--- src/rtl/exec_sched.sv ---
// rtl/exec_sched.sv - fixed-latency execution tube scheduler with a single collision-free writeback port
module exec_sched #(
  parameter int REG_WIDTH          = 32,
  parameter int N_TUBES            = 3,
  parameter int TUBE_LAT [N_TUBES] = '{0, 4, 8},
  parameter int MAX_LAT            = 8,
  parameter int N_HARTS            = 4,
  parameter int OP_W               = 4,
  localparam int HART_W            = (N_HARTS > 1) ? $clog2(N_HARTS) : 1
) (
  input  logic                              clk,
  input  logic                              rst_n,
  input  logic                              in_valid,
  output logic                              in_ready,
  input  logic [N_TUBES-1:0]                in_tube_sel,
  input  logic [OP_W-1:0]                   in_op,
  input  logic [REG_WIDTH-1:0]              in_data1,
  input  logic [REG_WIDTH-1:0]              in_data2,
  input  logic [HART_W-1:0]                 in_hart,
  input  logic [4:0]                        in_rd_addr,
  input  logic                              flush_valid,
  input  logic [HART_W-1:0]                 flush_hart,
  output logic [N_TUBES-1:0]                tube_in_valid,
  output logic [OP_W-1:0]                   tube_op,
  output logic [REG_WIDTH-1:0]              tube_data1,
  output logic [REG_WIDTH-1:0]              tube_data2,
  input  logic [N_TUBES-1:0]                tube_out_valid,
  input  logic [N_TUBES-1:0][REG_WIDTH-1:0] tube_out_data,
  output logic                              out_valid,
  output logic [HART_W-1:0]                 out_hart,
  output logic [4:0]                        out_rd_addr,
  output logic [REG_WIDTH-1:0]              out_data,
  output logic [N_HARTS-1:0]                hart_busy,
  output logic                              err
);

  localparam int TUBE_W = (N_TUBES > 1) ? $clog2(N_TUBES) : 1;
  localparam int LAT_W  = (MAX_LAT > 0) ? $clog2(MAX_LAT + 1) : 1;
  localparam int CNT_W  = $clog2(MAX_LAT + 2);
  localparam int NSLOT  = MAX_LAT + 1;

  // Reservation slots: slot k holds the op that retires k cycles from now.
  logic [NSLOT-1:0]  occ_q, occ_d;
  logic [NSLOT-1:0]  kill_q, kill_d;
  logic [HART_W-1:0] hart_q [NSLOT];
  logic [HART_W-1:0] hart_d [NSLOT];
  logic [4:0]        rd_q   [NSLOT];
  logic [4:0]        rd_d   [NSLOT];
  logic [TUBE_W-1:0] tube_q [NSLOT];
  logic [TUBE_W-1:0] tube_d [NSLOT];
  logic [CNT_W-1:0]  cnt_q  [N_HARTS];
  logic [CNT_W-1:0]  cnt_d  [N_HARTS];
  logic              err_q, err_d;

  logic [TUBE_W-1:0]  sel_tube;
  logic [LAT_W-1:0]   sel_lat;
  logic [LAT_W-1:0]   ins_idx;
  logic               sel_onehot;
  logic               accept;
  logic               issue0;
  logic               issue_kill;
  logic               s0_occ;
  logic               s0_kill;
  logic [HART_W-1:0]  s0_hart;
  logic [4:0]         s0_rd;
  logic [TUBE_W-1:0]  s0_tube;
  logic [N_TUBES-1:0] tube_expect;
  logic [N_HARTS-1:0] hart_inc;
  logic [N_HARTS-1:0] hart_dec;

  // Decode the selected tube index and its fixed latency.
  always_comb begin
    sel_tube = '0;
    sel_lat  = '0;
    for (int i = 0; i < N_TUBES; i++) begin
      if (in_tube_sel[i]) begin
        sel_tube = TUBE_W'(i);
        sel_lat  = LAT_W'(TUBE_LAT[i]);
      end
    end
  end

  assign sel_onehot = $onehot(in_tube_sel);
  assign in_ready   = sel_onehot & ~occ_q[sel_lat];
  assign accept     = in_valid & in_ready;
  assign issue0     = accept & (sel_lat == '0);
  assign issue_kill = flush_valid & (flush_hart == in_hart);
  assign ins_idx    = sel_lat - LAT_W'(1);

  assign tube_in_valid = {N_TUBES{accept & rst_n}} & in_tube_sel;
  assign tube_op       = in_op;
  assign tube_data1    = in_data1;
  assign tube_data2    = in_data2;

  // Effective slot 0: the stored entry, or a zero-latency issue retiring this same cycle.
  always_comb begin
    s0_occ  = occ_q[0] | issue0;
    s0_hart = hart_q[0];
    s0_rd   = rd_q[0];
    s0_tube = tube_q[0];
    s0_kill = kill_q[0] | (flush_valid & occ_q[0] & (flush_hart == hart_q[0]));
    if (issue0) begin
      s0_hart = in_hart;
      s0_rd   = in_rd_addr;
      s0_tube = sel_tube;
      s0_kill = issue_kill;
    end
  end

  assign out_valid   = rst_n & s0_occ & ~s0_kill;
  assign out_hart    = s0_hart;
  assign out_rd_addr = s0_rd;
  assign out_data    = out_valid ? tube_out_data[s0_tube] : '0;

  // Tube that must deliver a result this cycle; any other valid pattern is a protocol error.
  always_comb begin
    tube_expect = '0;
    if (s0_occ) tube_expect[s0_tube] = 1'b1;
  end

  assign err_d = err_q | (|(tube_out_valid ^ tube_expect));
  assign err   = err_q;

  // Shift reservations down one slot, apply flush kills, insert the accepted issue.
  always_comb begin
    for (int k = 0; k < NSLOT; k++) begin
      occ_d[k]  = 1'b0;
      kill_d[k] = 1'b0;
      hart_d[k] = '0;
      rd_d[k]   = '0;
      tube_d[k] = '0;
    end
    for (int k = 0; k < MAX_LAT; k++) begin
      occ_d[k]  = occ_q[k+1];
      kill_d[k] = kill_q[k+1] | (flush_valid & occ_q[k+1] & (flush_hart == hart_q[k+1]));
      hart_d[k] = hart_q[k+1];
      rd_d[k]   = rd_q[k+1];
      tube_d[k] = tube_q[k+1];
    end
    if (accept && (sel_lat != '0)) begin
      occ_d[ins_idx]  = 1'b1;
      kill_d[ins_idx] = issue_kill;
      hart_d[ins_idx] = in_hart;
      rd_d[ins_idx]   = in_rd_addr;
      tube_d[ins_idx] = sel_tube;
    end
  end

  // Per-hart in-flight counters; a zero-latency op counts up and down in the same cycle.
  always_comb begin
    hart_busy = '0;
    hart_inc  = '0;
    hart_dec  = '0;
    for (int h = 0; h < N_HARTS; h++) begin
      hart_inc[h] = accept & (in_hart == HART_W'(h));
      hart_dec[h] = s0_occ & (s0_hart == HART_W'(h));
      cnt_d[h]    = cnt_q[h];
      if (hart_inc[h] && !hart_dec[h]) cnt_d[h] = cnt_q[h] + CNT_W'(1);
      else if (!hart_inc[h] && hart_dec[h]) cnt_d[h] = cnt_q[h] - CNT_W'(1);
      hart_busy[h] = rst_n & ((cnt_q[h] != '0) | (issue0 & (in_hart == HART_W'(h))));
    end
  end

  // State register with asynchronous clear of all in-flight tracking.
  always_ff @(posedge clk or negedge rst_n) begin
    if (!rst_n) begin
      occ_q  <= '0;
      kill_q <= '0;
      err_q  <= 1'b0;
      for (int k = 0; k < NSLOT; k++) begin
        hart_q[k] <= '0;
        rd_q[k]   <= '0;
        tube_q[k] <= '0;
      end
      for (int h = 0; h < N_HARTS; h++) cnt_q[h] <= '0;
    end else begin
      occ_q  <= occ_d;
      kill_q <= kill_d;
      err_q  <= err_d;
      hart_q <= hart_d;
      rd_q   <= rd_d;
      tube_q <= tube_d;
      cnt_q  <= cnt_d;
    end
  end

endmodule

--- config.mk ---
export PLATFORM = sky130hd
export DESIGN_NAME = exec_sched
export DESIGN_NICKNAME = d
export VERILOG_FILES = /design/src/rtl/exec_sched.sv
export SDC_FILE = /design/constraint.sdc
export NUM_CORES = 1
export LEC_CHECK = 0
export ABC_AREA = 1
export BUFFER_PORTS_ARGS = -buffer_cell sky130_fd_sc_hd__buf_4
export CAP_MARGIN = 10
export CORE_MARGIN = 1
export CORE_UTILIZATION = 37
export DETAILED_ROUTE_END_ITERATION = 10
export GPL_TIMING_DRIVEN = 0
export PLACE_DENSITY = 0.77
export SLEW_MARGIN = 20
export SYNTH_ARGS = -nofsm -noshare
export SYNTH_HDL_FRONTEND = slang
export SYNTH_SLANG_ARGS = --single-unit
--- constraint.sdc ---
create_clock -name clk -period 4.7 [get_ports clk]
set_input_delay 0.705 -clock clk [delete_from_list [all_inputs] [get_ports clk]]
set_output_delay 0.705 -clock clk [all_outputs]
set_load 0.005 [all_outputs]
# [Yosys cells after proc, flatten, opt, wreduce, memory -nomap -nowiden]
# Index checks and enable logic that the tools add are counted.
# W data, S select, Z words.
[classes] addsub=11 n_lt_le_gt_ge=7 n_eq_ne=17 mux=39 bitwise=62 reduce_logical=33
[op_table] op="$bmux W32 S2" n=1
[op_table] op="$mux W32" n=2
[op_table] op="$bwmux W45" n=1
[op_table] op="$mux W45" n=1
[op_table] op="$and A1 B1 Y1" n=41
[op_table] op="$bwmux W18" n=2
[op_table] op="$mux W18" n=2
[op_table] op="$mux W4" n=9
[op_table] op="$demux W5 S4" n=1
[op_table] op="$eq A2 B2 Y1" n=10
[op_table] op="$reduce_bool A4 Y1" n=5
[op_table] op="$sub A4 B1 Y4 const B" n=5
[op_table] op="$mux W9" n=2
[op_table] op="$add A4 B1 Y4 const B" n=4
[op_table] op="$or A1 B1 Y1" n=15
[op_table] op="$logic_and A1 B1 Y1" n=12
[op_table] op="$lt A4 B5 Y1 const B" n=2
[op_table] op="$mux W5" n=2
[op_table] op="$bwmux W9" n=1
[op_table] op="$or A8 B9 Y9" n=1
[op_table] op="$demux W2 S4" n=1
[op_table] op="$eq A2 B2 Y1 const B" n=4
[op_table] op="$logic_not A1 Y1" n=8
[op_table] op="$mux W2" n=4
[op_table] op="21 further kinds" n=33
[totals] reg_bits=116 output_inout_bits=117

# [Longest topological paths before layout]
# Gate-level depths: netlist of run 1.
[logic_depth] word_depth=17 depth_mapped=21 ltp_nobuf=20

# [Least setup slack after synthesis of run 1]
# Ideal clock, no wire load.
[synth_path] path_type="input to register" from="input in_tube_sel[0]" to="register cnt_q[15] (netlist name)" arrival_ps=3305 t_required_ps=4578 slack_ps=1272 cell_stages=19 path_buffers=1 path_cell_list="inv_1 -> fa_1 -> nor2_1 -> nand2_1 -> nor2_4 -> nand3_4 -> buf_6 -> o21ai_1 -> inv_1 -> nand3_1 -> ha_1 -> inv_1 -> ha_1 -> a21o_1 -> a21oi_1 -> nor2_1 -> nor2_1 -> nand2_1 -> xnor2_1"
[synth_between] elab_chain_len=12 word_cells_on_any_way=17 cone_classes="2 x add/sub; 1 x eq/ne; 2 x mux; 6 x bitwise; 6 x reduce/logical"
[synth_lines] element="start: declaration" line_no="15" text="input logic [N_TUBES-1:0] in_tube_sel,"
[synth_lines] element="$add A1 B1 Y2 (not written as such) (*)" line_no="83" text="assign sel_onehot = $onehot(in_tube_sel);"
[synth_lines] element="$add A2 B1 Y2 (not written as such) (*)" line_no="83"
[synth_lines] element="$eq A2 B1 Y1 (*)" line_no="83"
[synth_lines] element="$and A1 B1 Y1 (*)" line_no="84" text="assign in_ready = sel_onehot & ~occ_q[sel_lat];"
[synth_lines] element="via in_ready" line_no="14" text="output logic in_ready,"
[synth_lines] element="$and A1 B1 Y1 (*)" line_no="85" text="assign accept = in_valid & in_ready;"
[synth_lines] element="$and A1 B1 Y1 (*)" line_no="86" text="assign issue0 = accept & (sel_lat == '0);"
[synth_lines] element="$mux W2 (*)" line_no="102" text="if (issue0) begin"
[synth_lines] element="via out_hart[1]" line_no="30" text="output logic [HART_W-1:0] out_hart,"
[synth_lines] element="$logic_not A2 Y1 (*)" line_no="156" text="hart_dec[h] = s0_occ & (s0_hart == HART_W'(h));"
[synth_lines] element="$and A1 B1 Y1 (*)" line_no="156"
[synth_lines] element="$logic_not A1 Y1" line_no="158" text="if (hart_inc[h] && !hart_dec[h]) cnt_d[h] = cnt_q[h] + CNT_W'(1);"
[synth_lines] element="$logic_and A1 B1 Y1" line_no="158"
[synth_lines] element="$mux W4 / $reduce_bool A2 Y1 (equally long branches)"
[synth_lines] element="end signal: assignment" line_no="183" text="cnt_q <= cnt_d;"
[synth_lines] element="end: declaration" line_no="51" text="logic [CNT_W-1:0] cnt_q [N_HARTS];"
# Mark *: on every way through the listed nets, which the timed path passes. The rest lies on a longest branch.
# A chain may end at the register's enable or synchronous reset.

# [Worst setup path after layout of run 1]
[layout_path] from="input in_tube_sel[1]" to="output out_data[26]"
[layout_between] elab_chain_len=12 word_cells_on_any_way=23 cone_classes="2 x add/sub; 1 x eq/ne; 11 x mux; 8 x bitwise; 1 x reduce/logical"
[layout_lines] element="$mux W3" line_no="76" text="if (in_tube_sel[i]) begin"
[layout_lines] element="$mux W4" line_no="76"
[layout_lines] element="$bmux W1 S4" line_no="84"
[layout_lines] element="$mux W1 (not written as such)" line_no="84"
[layout_lines] element="$not A1 Y1" line_no="84"
[layout_lines] element="$and A1 B1 Y1" line_no="84"
[layout_lines] element="$and A1 B1 Y1" line_no="85"
[layout_lines] element="$and A1 B1 Y1" line_no="86"
[layout_lines] element="$mux W2 (tied with other cells)" line_no="102"
[layout_lines] element="$bmux W32 S2 (tied with other cells)" line_no="113" text="assign out_data = out_valid ? tube_out_data[s0_tube] : '0;"
[layout_lines] element="$mux W32 (not written as such) / $and A1 B1 Y1 (equally long branches)" line_no="113, 110"
[layout_lines] element="$mux W32 (*)" line_no="113"
[layout_lines] element="end: declaration" line_no="32" text="output logic [REG_WIDTH-1:0] out_data,"
# Mark *: on every way between the ends. The rest lies on a longest branch, timed or not. The select of a mux whose other input is x is not followed.

==> results of run 1 <==
synthesized netlist by cell type:
master,number
nand3_4,1
o22ai_1,4
mux2_2,4
a41oi_1,1
ha_1,12
nand2_4,1
clkinv_1,1
nand4_1,3
dfrtp_1,101
inv_2,6
fa_1,5
or2_2,2
a21oi_1,17
nor2_1,27
nand2_1,182
o21bai_1,1
xnor2_1,19
nor2_4,2
inv_1,60
buf_6,4
nor2_2,2
clkbuf_1,3
buf_2,10
o21ai_1,7
o21ai_0,9
xor2_1,1
a41o_1,2
conb_1,1
nor3_4,1
buf_4,70
o21ai_4,1
nand2_2,3
a21o_1,4
nor4_1,4
nand3_1,39
nor3_2,1
nor3_1,4
a31o_2,4
critical path, stage by stage:
cell and delay [ns]:
buf_4 0.12, inv_2 0.10, fa_1 0.43, nor2_1 0.12, nand2_1 0.09, nor2_4 0.15
nand3_4 0.11, nand2_4 0.13, nand2_2 0.08, nor3_4 0.42, buf_6 0.21, nand2_1 0.10
inv_1 0.08, buf_4 0.10
cell families (layout without fill, tap and decap cells):
logic type | count (synthesis) | in the layout
other | 1 | 2
AOI/OAI and AO/OA | 50 | 50
buffers and inverters | 154 | 397
and+or+nand+nor | 272 | 272
muxes | 4 | 4
xor gates and xnor gates | 20 | 20
DFF | 101 | 101
adders and majority gates | 17 | 17
per-stage QoR:
step,setup WS [ns],hold slack [ns],util,cell area [um2],instances
after floorplan,1.272,0.3312,-,5358,619
after global placement,0.9054,0.3315,0.5215,7295,1027
after detailed placement,0.8582,0.3347,0.5217,7298,1027
after CTS,1.004,0.3478,0.5415,7575,1042
after global routing,0.8123,0.3517,0.5417,7577,1043
final,1.046,0.3488,0.5417,7577,1043
final cells by class:
class	count	area (um2)
Fill cell	1284	6411
Sequential cell	101	2527
Multi-Input combinational cell	364	1947
Timing Repair Buffer	228	1715
Buffer	87	631.9
Inverter	67	251.5
Clock buffer	11	242.7
Tap cell	180	225.2
Clock inverter	4	33.78
Antenna cell	1	2.502
state kept, by name, indices dropped and copies added, names as in the netlist:
| name | cells |
|---|---|
| rd_q | 40 |
| cnt_q | 16 |
| hart_q | 16 |
| tube_q | 15 |
| kill_q | 8 |
| occ_q | 5 |
| err | 1 |
report_power, final:
group | internal (W) | total, W | switching [W]
Clock | 0.000374 | 0.000681 | 0.000307
Sequential | 0.000964 | 0.00106 | 0.0000914
Combinational | 0.000345 | 0.000623 | 0.000278
placed cells by master (no fill, tap or decap), drive strengths merged:
cell type and n:
o22ai 4, clkinv 3, clkbuf 14, nand4 3, diode 1, o21ai 17, clkinvlp 1, a21oi 17
ha 12, conb 1, mux2 4, nor4 4, or2 2, dfrtp 101, xnor2 19, fa 5
inv 67, a41oi 1, a41o 2, xor2 1, nor2 31, nand2 186, o21bai 1, nand3 40
buf 312, nor3 6, a21o 4, a31o 4
worst max-delay path by stage:
stage                                  to  depth (start not counted)
floorplan           cnt_q[15]$_DFFE_PN0P_                         19
global placement    cnt_q[15]$_DFFE_PN0P_                         20
detailed placement  cnt_q[15]$_DFFE_PN0P_                         20
CTS                          out_data[26]                         14
global route                 out_data[26]                         14
finish                       out_data[26]                         14
layer usage:
layer  vias to the layer above  track usage
met2                       156       0.3511
met5                         -            0
met4                         0      0.06860
met3                        15      0.02509
li1                       2337            -
met1                      2241       0.2887
==> run summary, run 1 <==
status: finished clean
DRT antenna net count: 0
TritonCTS clock tree: yes
Worst Reg-to-Reg Cells: 17
Post-CTS Setup Inserts: 0
Final HPWL DP: 13100 um
Via density: 4.553
Synth Area in Adders: 0.04671
Initial Utilization: 0.3830
Worst Path Max Fanout: 10
period utilization: 0.7775
Power Total: 0.002359 W
grt ovf: 0
post-synthesis mux area share: 0.008407
Synth Area in Compound Gates: 0.05745
clk slew on worst S/H paths: 0.07 ns
worst skew pair latency: 0.34 ns
input/output buffers: 228
Syn Std Cell Area: 5358 um2
crit end category: output pin
Routed met3 length: 930 um
pin count of the biggest net entering global routing: 105
Critical Path Source Type: input pin
Worst EP arrival: 2.95 ns
FMAX: 0.2737 GHz
HP Start: rd_q[38]$_DFF_PN0_
WHS Endpoint: rd_q[43]$_DFF_PN0_
largest family of logic cells by synthesized area: simple AND/OR/NAND/NOR gates
drt total wl: 15890 um
Routed WL per cell: 15.23 um
Slew headroom: 0.4016
io pins: 300
GRT Total Usage: 0.2120
M1 wire length: 6835 um
routability cong.: 0.8340
max-cap violations: 0
flop-to-flop setup slack: 1.71 ns
first drt pass iteration count: 4
Final TNS setup: 0 ns
endpoints failing setup: 0
Yosys reg bits: 101
maximum vdd drop: 0.3302 mV
Yosys warnings: 0
Synth cell types: 38
syn nets: 819
crit path kind: input pin to output pin
post-synth top area cell: dfrtp_1
Area Growth Syn to Fin: 41.43%
ranking of synthesized cells by area: dfrtp_1 47%, nand2_1 13%, buf_4 9.8%
P_leak: 4.261 nW
Mean Syn Cell Area: 8.655 um2
Max Used Layer: met4
Core ar.: 13990 um2
pwr dens: 311.3 nW/um2
crit path from: in_tube_sel[1]
Die Ht: 122.3 um
die width: 122.3 um
die area: 14970 um2
register area share after synthesis: 0.4717
post-cts sizing count: 0
clock sink total: 101
clock skew: 0.006545 ns
Post-route DRC: 0
FF-to-FF End: cnt_q[15]$_DFFE_PN0P_
wire length of the first global-routing pass: 23730 um
Hold-fix buffers, CTS: 0
XOR/XNOR share of the synthesized area: 0.03270
Hold Path Depth: 0
Slew Limit Fails: 0
RSZ-0062 raised after global routing: no
H-tree levels: 3
Clock Tree Root: clkbuf_16
Initial DRC Count: 272
Yosys top cell area share: 0.4717
Placement Rows: 43
WL met2: 7847 um
CTS max path bufs: 2
initial antenna violation count: 1
Fin. Hold Viols: 0
Worst-Margin Slew: 0.8976 ns
post-synthesis cell count: 619
share of layout cells above drive strength 1: 0.4107
Post-Synth Simple-Gate Area: 0.2174
minimum clock period: 3.654 ns
vias in the first global route: 4486
HP Class: flop to flop
required time of the critical path: 3.99 ns
vias: 4749
# nets final: 1058
TritonCTS Buffers: 9
R2R Path Start: occ_q[0]$_DFF_PN0_
(Power assumes the default switching activity.)
==> inputs of run 2 (changes only) <==
- PLACE_DENSITY: 0.77 -> 0.8
- clock period: 4.7 -> 3.3 ns (I/O delays scaled with it)
==> run 2 against run 1 <==
Effect of this change: utilization up 0.50 points; flip-flop and latch count unchanged; clock skew up 0.0021 ns; power up 44%; register-to-register slack worse by 1.2 ns; critical path depth up 1; die area unchanged.
==> run summary, run 2 (synthesized netlist as in run 1, its figures left out) <==
status: finished clean
busiest grt layer: met2
required time of the critical path: 2.80 ns (-1.19 ns)
pwr dens: 444.9 nW/um2 (+43%)
period utilization: 0.9585
initial antenna violation count: 0 (-1)
RSZ-0062 raised after global routing: yes
maximum vdd drop: 0.4324 mV (+31%)
max-cap violations: 0 (unchanged)
final core occ: 0.5467 (+0.005009)
most frequent cells in the layout: 298 x buf_4, 182 x nand2_1, 101 x dfrtp_1
TritonCTS clock tree: yes
Worst Path Max Fanout: 10 (unchanged)
# nets final: 1060 (+0.19%)
pin count of the biggest net entering global routing: 105 (unchanged)
Critical Path Source Type: input pin
share of layout cells above drive strength 1: 0.4254 (+0.01476)
Area Growth Syn to Fin: 42.74%
clock power share: 0.285 (-0.004)
HP Class: input pin to asynchronous set/reset pin
first drt pass iteration count: 4 (unchanged)
wire length of the first global-routing pass: 22650 um (-4.5%)
DRT antenna net count: 0 (unchanged)
placed cell count: 1027 (unchanged)
most common cell after layout, fill and taps aside: buf_4
grt ovf: 0 (unchanged)
Antenna diodes: 0 (-1)
io pins: 300 (unchanged)
die width: 122.3 um (unchanged)
Internal Power: 0.002408 W (+43%)
H-tree levels: 3 (unchanged)
Gate power share: 0.274 (+0.010)
die area: 14970 um2 (unchanged)
Routed WL per cell: 15.02 um (-1.4%)
TritonCTS Buffers: 9 (unchanged)
CP cell instances: buf_4 -> inv_2 -> fa_1 -> nor2_1 -> nand2_1 -> nor2_4 -> nand3_4 -> buf_6 -> o21ai_4 -> buf_2 -> nand2_1 -> nand3_1 -> nand2_1 -> inv_1 -> buf_4
M3 GR Usage: 0.03717 (+0.01208)
clock skew: 0.008615 ns (+0.002071 ns)
Largest regs: rd_q (40), cnt_q (16), hart_q (16)
CTS max path bufs: 2 (unchanged)
endpoints failing setup: 0 (unchanged)
Slew Limit Fails: 0 (unchanged)
number of flip-flops under the largest register name: 40 (unchanged)
Die Ht: 122.3 um (unchanged)
Final HPWL DP: 13000 um (-0.76%)
Sw Pwr: 0.0009945 W (+47%)
Via density: 4.523 (-0.65%)
worst skew pair latency: 0.34 ns (about the same)
Worst-Margin Slew: 0.8873 ns (-0.01025 ns)
Worst EP arrival: 2.67 ns (-0.28 ns)
crit path kind: input pin to output pin
minimum clock period: 3.163 ns
routability cong.: 0.8445 (+1.3%)
vias in the first global route: 4434 (-1.2%)
drt total wl: 15700 um (-1.2%)
vias: 4727 (-0.46%)
Post-route DRC: 0 (unchanged)
GRT Total Usage: 0.2040 (-0.008014)
input/output buffers: 228 (unchanged)
M2 GR Usage: 0.3515 (about the same)
Sequential Power Share: 0.441 (-0.006)
largest register by flop count: rd_q
crit end category: output pin
Worst path slowest cell: fa_1
Clock Tree Root: clkbuf_16
CP bufs+invs: 6 (+1)
clock sink total: 101 (unchanged)
Placement Rows: 43 (unchanged)
FMAX: 0.3161 GHz
Non-Filler Instances: 1045 (+0.19%)
Initial DRC Count: 303 (+11%)
switching share of power: 0.2923 (+0.005726)
Fin. Hold Viols: 0 (unchanged)
Core ar.: 13990 um2 (unchanged)
max incr delay on CP: 0.42 ns (about the same)
Hold-fix buffers, CTS: 0 (unchanged)
worst hold slack: 0.2280 ns (-0.1208 ns)
met1 Usage GRT: 0.2631 (-0.02565)
CP top delay family: buffers and inverters
P_leak: 4.278 nW (+0.38%)
Initial Utilization: 0.3830 (unchanged)
Slew headroom: 0.4084 (+0.006833)
clk slew on worst S/H paths: 0.07 ns (about the same)
Power Total: 0.003403 W (+44%)
CP dominant cell by count: nand2_1
## run 2: timing repair
item                                    CTS  global route
setup buffers                             0             2
endpoints found under the setup margin    0            28
gates resized for setup                   0            18
## run 2: per-stage QoR
| stage | setup TNS, ns | worst slack (ns) | area, um2 |
|---|---|---|---|
| finish | 0 | 0.1369 | 7647 |
| global route | -0.08113 | -0.04953 | 7647 |
| CTS | 0 | 0.03070 | 7576 |
| detailed placement | -1.099 | -0.2909 | 7298 |
| global placement | -0.6438 | -0.1881 | 7295 |
| floorplan | 0 | 0.08201 | 5358 |
## run 2: final cells by class
type / count / area [um2]
fill: 1287 / 6341
sequential: 101 / 2527
buffer: 87 / 639.4
inverter: 67 / 251.5
tap: 180 / 225.2
clock inverter: 5 / 45.04
timing repair buffer: 230 / 1734
clock buffer: 11 / 232.7
multi-input combinational: 364 / 1992
## run 2: path summary, 6_finish.rpt
| path | start | cells past startpoint | endpoint | slack [ns] |
|---|---|---|---|---|
| worst max-delay path | in_tube_sel[1] | 15 | out_data[25] | 0.14 |
| worst min-delay path | rst_n | 1 | cnt_q[2]$_DFFE_PN0P_ | 0.23 |
| worst max register to register | occ_q[0]$_DFF_PN0_ | 18 | cnt_q[3]$_DFFE_PN0P_ | 0.53 |
| worst min register to register | tube_q[13]$_DFF_PN0_ | 0 | tube_q[15]$_DFF_PN0_ | 0.35 |
| max in group asynchronous | rst_n | 1 | tube_q[13]$_DFF_PN0_ | 2.45 |
| min in group clk | tube_q[13]$_DFF_PN0_ | 0 | tube_q[15]$_DFF_PN0_ | 0.35 |
## run 2: metal layers
layer	share of wire	vias to the layer above
met3	0.060	12
met5	0	-
met4	0.010	0
met2	0.51	164
li1	-	2344
met1	0.42	2207
## run 2: power groups by stage
stage               clock network, W  logic (W)  registers [W]
floorplan                          0   0.000534        0.00150
global placement                   0   0.000869        0.00152
detailed placement                 0   0.000906        0.00152
CTS                         0.000988   0.000906        0.00150
global route                 0.00104    0.00104        0.00153
finish                      0.000968   0.000932        0.00150
